--- config.mk ---
export PLATFORM = sky130hd
export DESIGN_NAME = stream_deserializer_flat
export DESIGN_NICKNAME = d
export VERILOG_FILES = /design/src/rtl/stream_deserializer_if.sv /design/src/rtl/stream_deserializer.sv /design/src/flat_wrapper.sv
export SDC_FILE = /design/constraint.sdc
export NUM_CORES = 1
export LEC_CHECK = 0
export ABC_AREA = 1
export BUFFER_PORTS_ARGS = -buffer_cell sky130_fd_sc_hd__buf_2
export CAP_MARGIN = 10
export CORE_ASPECT_RATIO = 1.4
export CORE_MARGIN = 2
export CORE_UTILIZATION = 40
export CTS_CLUSTER_DIAMETER = 40
export DETAILED_ROUTE_END_ITERATION = 10
export SKIP_CTS_REPAIR_TIMING = 1
export SYNTH_ARGS = -nofsm -noshare
export SYNTH_HDL_FRONTEND = slang
export SYNTH_SLANG_ARGS = --single-unit
--- constraint.sdc ---
create_clock -name clk -period 2.8 [get_ports clk]
set_clock_uncertainty 0.05 [all_clocks]
set_input_delay 0 -clock clk [delete_from_list [all_inputs] [get_ports clk]]
set_output_delay 0 -clock clk [all_outputs]
set_load 0.05 [all_outputs]
--- src/rtl/stream_deserializer_if.sv ---
// Handshake bundle for the stream deserializer: narrow input beat stream and
// wide packed output word stream.
interface stream_deserializer_if #(
  parameter int DataBits = 8,
  parameter int Ratio    = 2
);
  logic                      in_valid;
  logic                      in_ready;
  logic [DataBits-1:0]       in_data;
  logic                      in_last;
  logic                      out_valid;
  logic                      out_ready;
  logic [Ratio*DataBits-1:0] out_data;
  logic [Ratio-1:0]          out_keep;
  logic                      out_last;

  modport master (
    output in_valid, in_data, in_last, out_ready,
    input  in_ready, out_valid, out_data, out_keep, out_last
  );

  modport slave (
    input  in_valid, in_data, in_last, out_ready,
    output in_ready, out_valid, out_data, out_keep, out_last
  );
endinterface

--- src/rtl/stream_deserializer.sv ---
// Packs Ratio narrow beats into one little-endian wide word; in_last closes a
// word early and tags it as last. Output stage is a single registered slot.
module stream_deserializer #(
  parameter int DataBits = 8,
  parameter int Ratio    = 2
) (
  input logic                 clk,
  input logic                 rst_n,
  stream_deserializer_if.slave bus
);
  localparam int WordBits = Ratio * DataBits;
  localparam logic [Ratio-1:0] CntFirst = {{(Ratio-1){1'b0}}, 1'b1};

  logic [Ratio-1:0]              cnt_r;
  logic [(Ratio-1)*DataBits-1:0] acc_r;
  logic                          out_valid_r;
  logic [WordBits-1:0]           out_data_r;
  logic [Ratio-1:0]              out_keep_r;
  logic                          out_last_r;

  logic                in_ready_s;
  logic                accept_s;
  logic                close_s;
  logic [Ratio-1:0]    keep_s;
  logic [WordBits-1:0] acc_ext_s;
  logic [WordBits-1:0] word_s;

  assign in_ready_s = ~out_valid_r | bus.out_ready;
  assign accept_s   = bus.in_valid & in_ready_s;
  assign close_s    = accept_s & (cnt_r[Ratio-1] | bus.in_last);
  // cnt_r is one-hot, so subtracting one fills every slot below it
  assign keep_s     = cnt_r | (cnt_r - CntFirst);
  assign acc_ext_s  = {{DataBits{1'b0}}, acc_r};

  // Assemble the closing word: stored slots below cnt, the live beat at cnt, zeros above
  always_comb begin
    word_s = {WordBits{1'b0}};
    for (int k = 0; k < Ratio; k++) begin
      if (cnt_r[k]) begin
        word_s[k*DataBits +: DataBits] = bus.in_data;
      end else if (keep_s[k]) begin
        word_s[k*DataBits +: DataBits] = acc_ext_s[k*DataBits +: DataBits];
      end else begin
        word_s[k*DataBits +: DataBits] = {DataBits{1'b0}};
      end
    end
  end

  // Slot counter: advance on every non-closing beat, rewind on a closing beat
  always_ff @(posedge clk or negedge rst_n) begin
    if (!rst_n) begin
      cnt_r <= CntFirst;
    end else if (close_s) begin
      cnt_r <= CntFirst;
    end else if (accept_s) begin
      cnt_r <= cnt_r << 1;
    end else begin
      cnt_r <= cnt_r;
    end
  end

  // Accumulator holds elements 0..Ratio-2 until the word closes
  always_ff @(posedge clk or negedge rst_n) begin
    if (!rst_n) begin
      acc_r <= {((Ratio-1)*DataBits){1'b0}};
    end else if (accept_s && !close_s) begin
      for (int k = 0; k < Ratio-1; k++) begin
        if (cnt_r[k]) begin
          acc_r[k*DataBits +: DataBits] <= bus.in_data;
        end
      end
    end else begin
      acc_r <= acc_r;
    end
  end

  // Output word register; a drain and a fresh load in the same cycle keep valid high
  always_ff @(posedge clk or negedge rst_n) begin
    if (!rst_n) begin
      out_valid_r <= 1'b0;
      out_data_r  <= {WordBits{1'b0}};
      out_keep_r  <= {Ratio{1'b0}};
      out_last_r  <= 1'b0;
    end else if (close_s) begin
      out_valid_r <= 1'b1;
      out_data_r  <= word_s;
      out_keep_r  <= keep_s;
      out_last_r  <= bus.in_last;
    end else if (out_valid_r && bus.out_ready) begin
      out_valid_r <= 1'b0;
    end else begin
      out_valid_r <= out_valid_r;
    end
  end

  assign bus.in_ready  = in_ready_s;
  assign bus.out_valid = out_valid_r;
  assign bus.out_data  = out_data_r;
  assign bus.out_keep  = out_keep_r;
  assign bus.out_last  = out_last_r;
endmodule

--- src/flat_wrapper.sv ---
// flat-port wrapper written by rule: the top's interface ports become plain ports
module stream_deserializer_flat 
#(
  parameter int DataBits = 8,
  parameter int Ratio    = 2
)
  (clk, rst_n, bus_in_valid, bus_in_data, bus_in_last, bus_out_ready, bus_in_ready, bus_out_valid, bus_out_data, bus_out_keep, bus_out_last);
  stream_deserializer_if #(.DataBits(DataBits), .Ratio(Ratio)) bus_i ();
  input logic clk;
  input logic rst_n;
  input wire logic [$bits(bus_i.in_valid)-1:0] bus_in_valid;
  input wire logic [$bits(bus_i.in_data)-1:0] bus_in_data;
  input wire logic [$bits(bus_i.in_last)-1:0] bus_in_last;
  input wire logic [$bits(bus_i.out_ready)-1:0] bus_out_ready;
  output wire logic [$bits(bus_i.in_ready)-1:0] bus_in_ready;
  output wire logic [$bits(bus_i.out_valid)-1:0] bus_out_valid;
  output wire logic [$bits(bus_i.out_data)-1:0] bus_out_data;
  output wire logic [$bits(bus_i.out_keep)-1:0] bus_out_keep;
  output wire logic [$bits(bus_i.out_last)-1:0] bus_out_last;
  assign bus_i.in_valid = bus_in_valid;
  assign bus_i.in_data = bus_in_data;
  assign bus_i.in_last = bus_in_last;
  assign bus_i.out_ready = bus_out_ready;
  assign bus_in_ready = bus_i.in_ready;
  assign bus_out_valid = bus_i.out_valid;
  assign bus_out_data = bus_i.out_data;
  assign bus_out_keep = bus_i.out_keep;
  assign bus_out_last = bus_i.out_last;
  stream_deserializer #(.DataBits(DataBits), .Ratio(Ratio)) u_core (.clk(clk), .rst_n(rst_n), .bus(bus_i));
endmodule
==> metrics.md <==
| Metric | Value |
|---|---|
| Run status | complete, no violations |
| DIE HEIGHT | 72.4 microns |
| Final Non-Filler Cells | 240 |
| Final worst path period share | 51.8% |
| Ys flop type | dfrtp_1 |
| Num CTS Buffers | 5 |
| Largest area contributor in the netlist | dfrtp_1 |
| FF+latch count, synth | 30 |
| Worst slew margin | 56.6% |
| Max cap viols | 0 |
| Clock Power Share | 20.3% |
| Net Count, Synth | 169 |
| Vias in the first global route | 1110 |
| Worst setup path class | register to register |
| Seq/Total Area, Yosys | 56.2% |
| Setup TNS | 0 ps |
| Main area contributors after synthesis | dfrtp_1 54%, nand2_1 25%, nand3_1 6.4% |
| Slowest stage delay, CP | 420 ps |
| Layout area overhead | 25.4% |
| Leak | 0.979 nW |
| Remaining DRCs | 0 |
| CTS Buffer Depth | 2 |
| WL/cell | 11.4 microns |
| Internal | 0.889 mW |
| GRT Overall Usage | 17.6% |
| Power Density | 936 mW/mm^2 |
| Hold crit path type | input port to register |
| Number of synthesized flops with an enable pin | 0 |
| Fmax | 0.690 GHz |
| Top-level port count | 34 |
| Largest net degree at the start of global routing | 31 |
| Crit-path slowest cell | nand3_2 |
| Gr ovfl total | 0 |
| Port-buffer cells | 33 |
| Peak supply drop | 472 uV |
| ANT nets after route | 0 |
| Slew Limit Fails | 0 |
| Total wire length | 2.74 mm |
| H-tree levels | 2 |
| Via count | 1101 |
| P_sw | 0.681 mW |
| First-pass GRT wire length | 4.91 mm |
| Switching share of power | 43.4% |
| Worst Hold Margin | 13.4 ps |
| Hold Violations, Final | 0 |
| Crit end category | register |
| RSZ-0062 raised after global routing | no |
| TritonCTS clock tree | built |
| Top Family by Delay on Critical Path | simple AND/OR/NAND/NOR gates |
| Mean Syn Cell Area | 8.57 sq um |
| Root Buffer Master | clkbuf_8 |
| Number of antenna diodes | 0 |
| FP Rows | 24 |
| Syn Inst Count | 156 |
| Critical Path RT | 2910 ps |
| Register share of total power | 40.9% |
| Clock slew at reported path FFs | 60 ps |
| Routability cong. | 0.819 |
| Worst skew pair latency | 280 ps |
| Worst setup SP type | register |
| Final setup vio count | 0 |
| Die ar. | 0.00383 sq mm |
| Final nets | 213 |
| Share of the synthesized area in the top cell type | 54.3% |
| Yosys warns | 0 |
| CTS sink cnt | 30 |
| Initial Util | 42.4% |
| Iteration-0 DRC count of the detailed router | 19 |
| Die width | 52.9 microns |
| Post-Syn Area | 0.00134 sq mm |
| Slew at the pin with the worst max-slew slack | 650 ps |
| Min cycle time layout | 1450 ps |
| CP dominant cell by count | nand2_1 |
| Most frequent cell after synthesis | nand2_1 |
| Core Footprint | 0.00315 sq mm |
| Asr flop ratio synth | 100% |
| Most instantiated cells after synthesis | 89 x nand2_1, 29 x dfrtp_1, 17 x nand3_1 |
| DR pass1 iterations | 4 |
| Netlist cell types | 16 |
| Initial antenna violation count | 0 |
| Crit path cell chain | inv_2 > nand2_2 > nand3_2 > nand2_1 > nand2_1 |
| Placed cell count | 222 |
| Crit-path max FO | 21 |
| Via/cell ratio | 4.59 |
| Layout cell share with drive strength beyond 1 | 24.9% |
| Critical path arrival | 1560 ps |
| DP Wirelength | 1.96 mm |
| Buf/Inv on CP | 1 |
| Comb pwr share | 38.8% |
==> cells in the final DEF, fill, tap and decap left out, drive strengths merged <==
cell type    count
nor2             2
clkbuf           6
a21boi           1
dlygate4sd3     10
buf             33
inv              5
clkinv           2
o21ai            2
dfrtp           29
nand2           92
dfstp            1
nand3           18
==> cells by family after synthesis <==
| kind of cell | share of synthesized area [%] |
|---|---|
| simple gates | 35.8 |
| flops | 56.2 |
| buf+inv | 5.80 |
| compound gates | 2.15 |
==> metrics by stage <==
stage / setup slack [ps] / cell area (sq um) / power (mW) / util [%]
final: 1350 / 1680 / 1.57 / 53.2
after global routing: 1140 / 1680 / 1.69 / 53.2
after CTS: 1320 / 1580 / 1.58 / 50.0
after detailed placement: 1340 / 1500 / 1.25 / 47.4
after global placement: 1380 / 1500 / 1.25 / 47.4
after floorplan: 1230 / 1340 / 1.12 / -
==> worst register-to-register path: cells and delay by family (launching register included) <==
kind	cells	cell delay [ps]
buffers and inverters	1	60
and+or+nand+nor	4	890
DFF	1	330
==> registers in the layout, indices dropped and copies added, names as in the netlist <==
signal and flops:
u_core.bus.out_last 1, u_core.cnt_r 2, u_core.acc_r 8, u_core.bus.out_data 16
u_core.bus.out_keep 2, u_core.bus.out_valid 1
==> layer usage <==
| layer | share of wire [%] | global-route usage (%) | vias up |
|---|---|---|---|
| met3 | 5.0 | 6.38 | 9 |
| li1 | - | - | 568 |
| met2 | 48 | 27.6 | 32 |
| met1 | 44 | 20.9 | 492 |
| met5 | 0 | 0 | - |
| met4 | 2.9 | 8.83 | 0 |
==> worst paths after layout <==
| check | start | to | slack (ps) | depth (start not counted) |
|---|---|---|---|---|
| min | bus_out_ready | u_core.bus.out_valid$_DFFE_PN0P_ | 10 | 4 |
| min in group asynchronous | rst_n | u_core.cnt_r[1]$_DFFE_PN0P_ | 240 | 2 |
| max in group asynchronous | rst_n | u_core.bus.out_data[9]$_DFFE_PN0P_ | 2040 | 2 |
| max | u_core.cnt_r[1]$_DFFE_PN0P_ | u_core.bus.out_data[5]$_DFFE_PN0P_ | 1350 | 5 |
| max reg2reg | u_core.cnt_r[1]$_DFFE_PN0P_ | u_core.bus.out_data[5]$_DFFE_PN0P_ | 1350 | 5 |
| min reg2reg | u_core.bus.out_data[3]$_DFFE_PN0P_ | u_core.bus.out_data[3]$_DFFE_PN0P_ | 420 | 2 |
==> area by class of cell <==
type	instances	area (sq um)
flip-flops and latches	30	752
fillers	315	1480
well taps	39	48.8
clock inverters	2	10.0
repair buffers	43	265
multi-input cells	115	508
clock buffers	6	72.6
inverters	5	21.3
==> power by group through the flow <==
stage,logic [mW],registers (mW),clock network (mW)
after floorplan,0.216,0.902,0
after global placement,0.602,0.648,0
after detailed placement,0.607,0.648,0
after CTS,0.607,0.642,0.333
after global routing,0.673,0.659,0.353
final,0.610,0.641,0.319
Note: power is estimated with default switching activity, not from simulation.
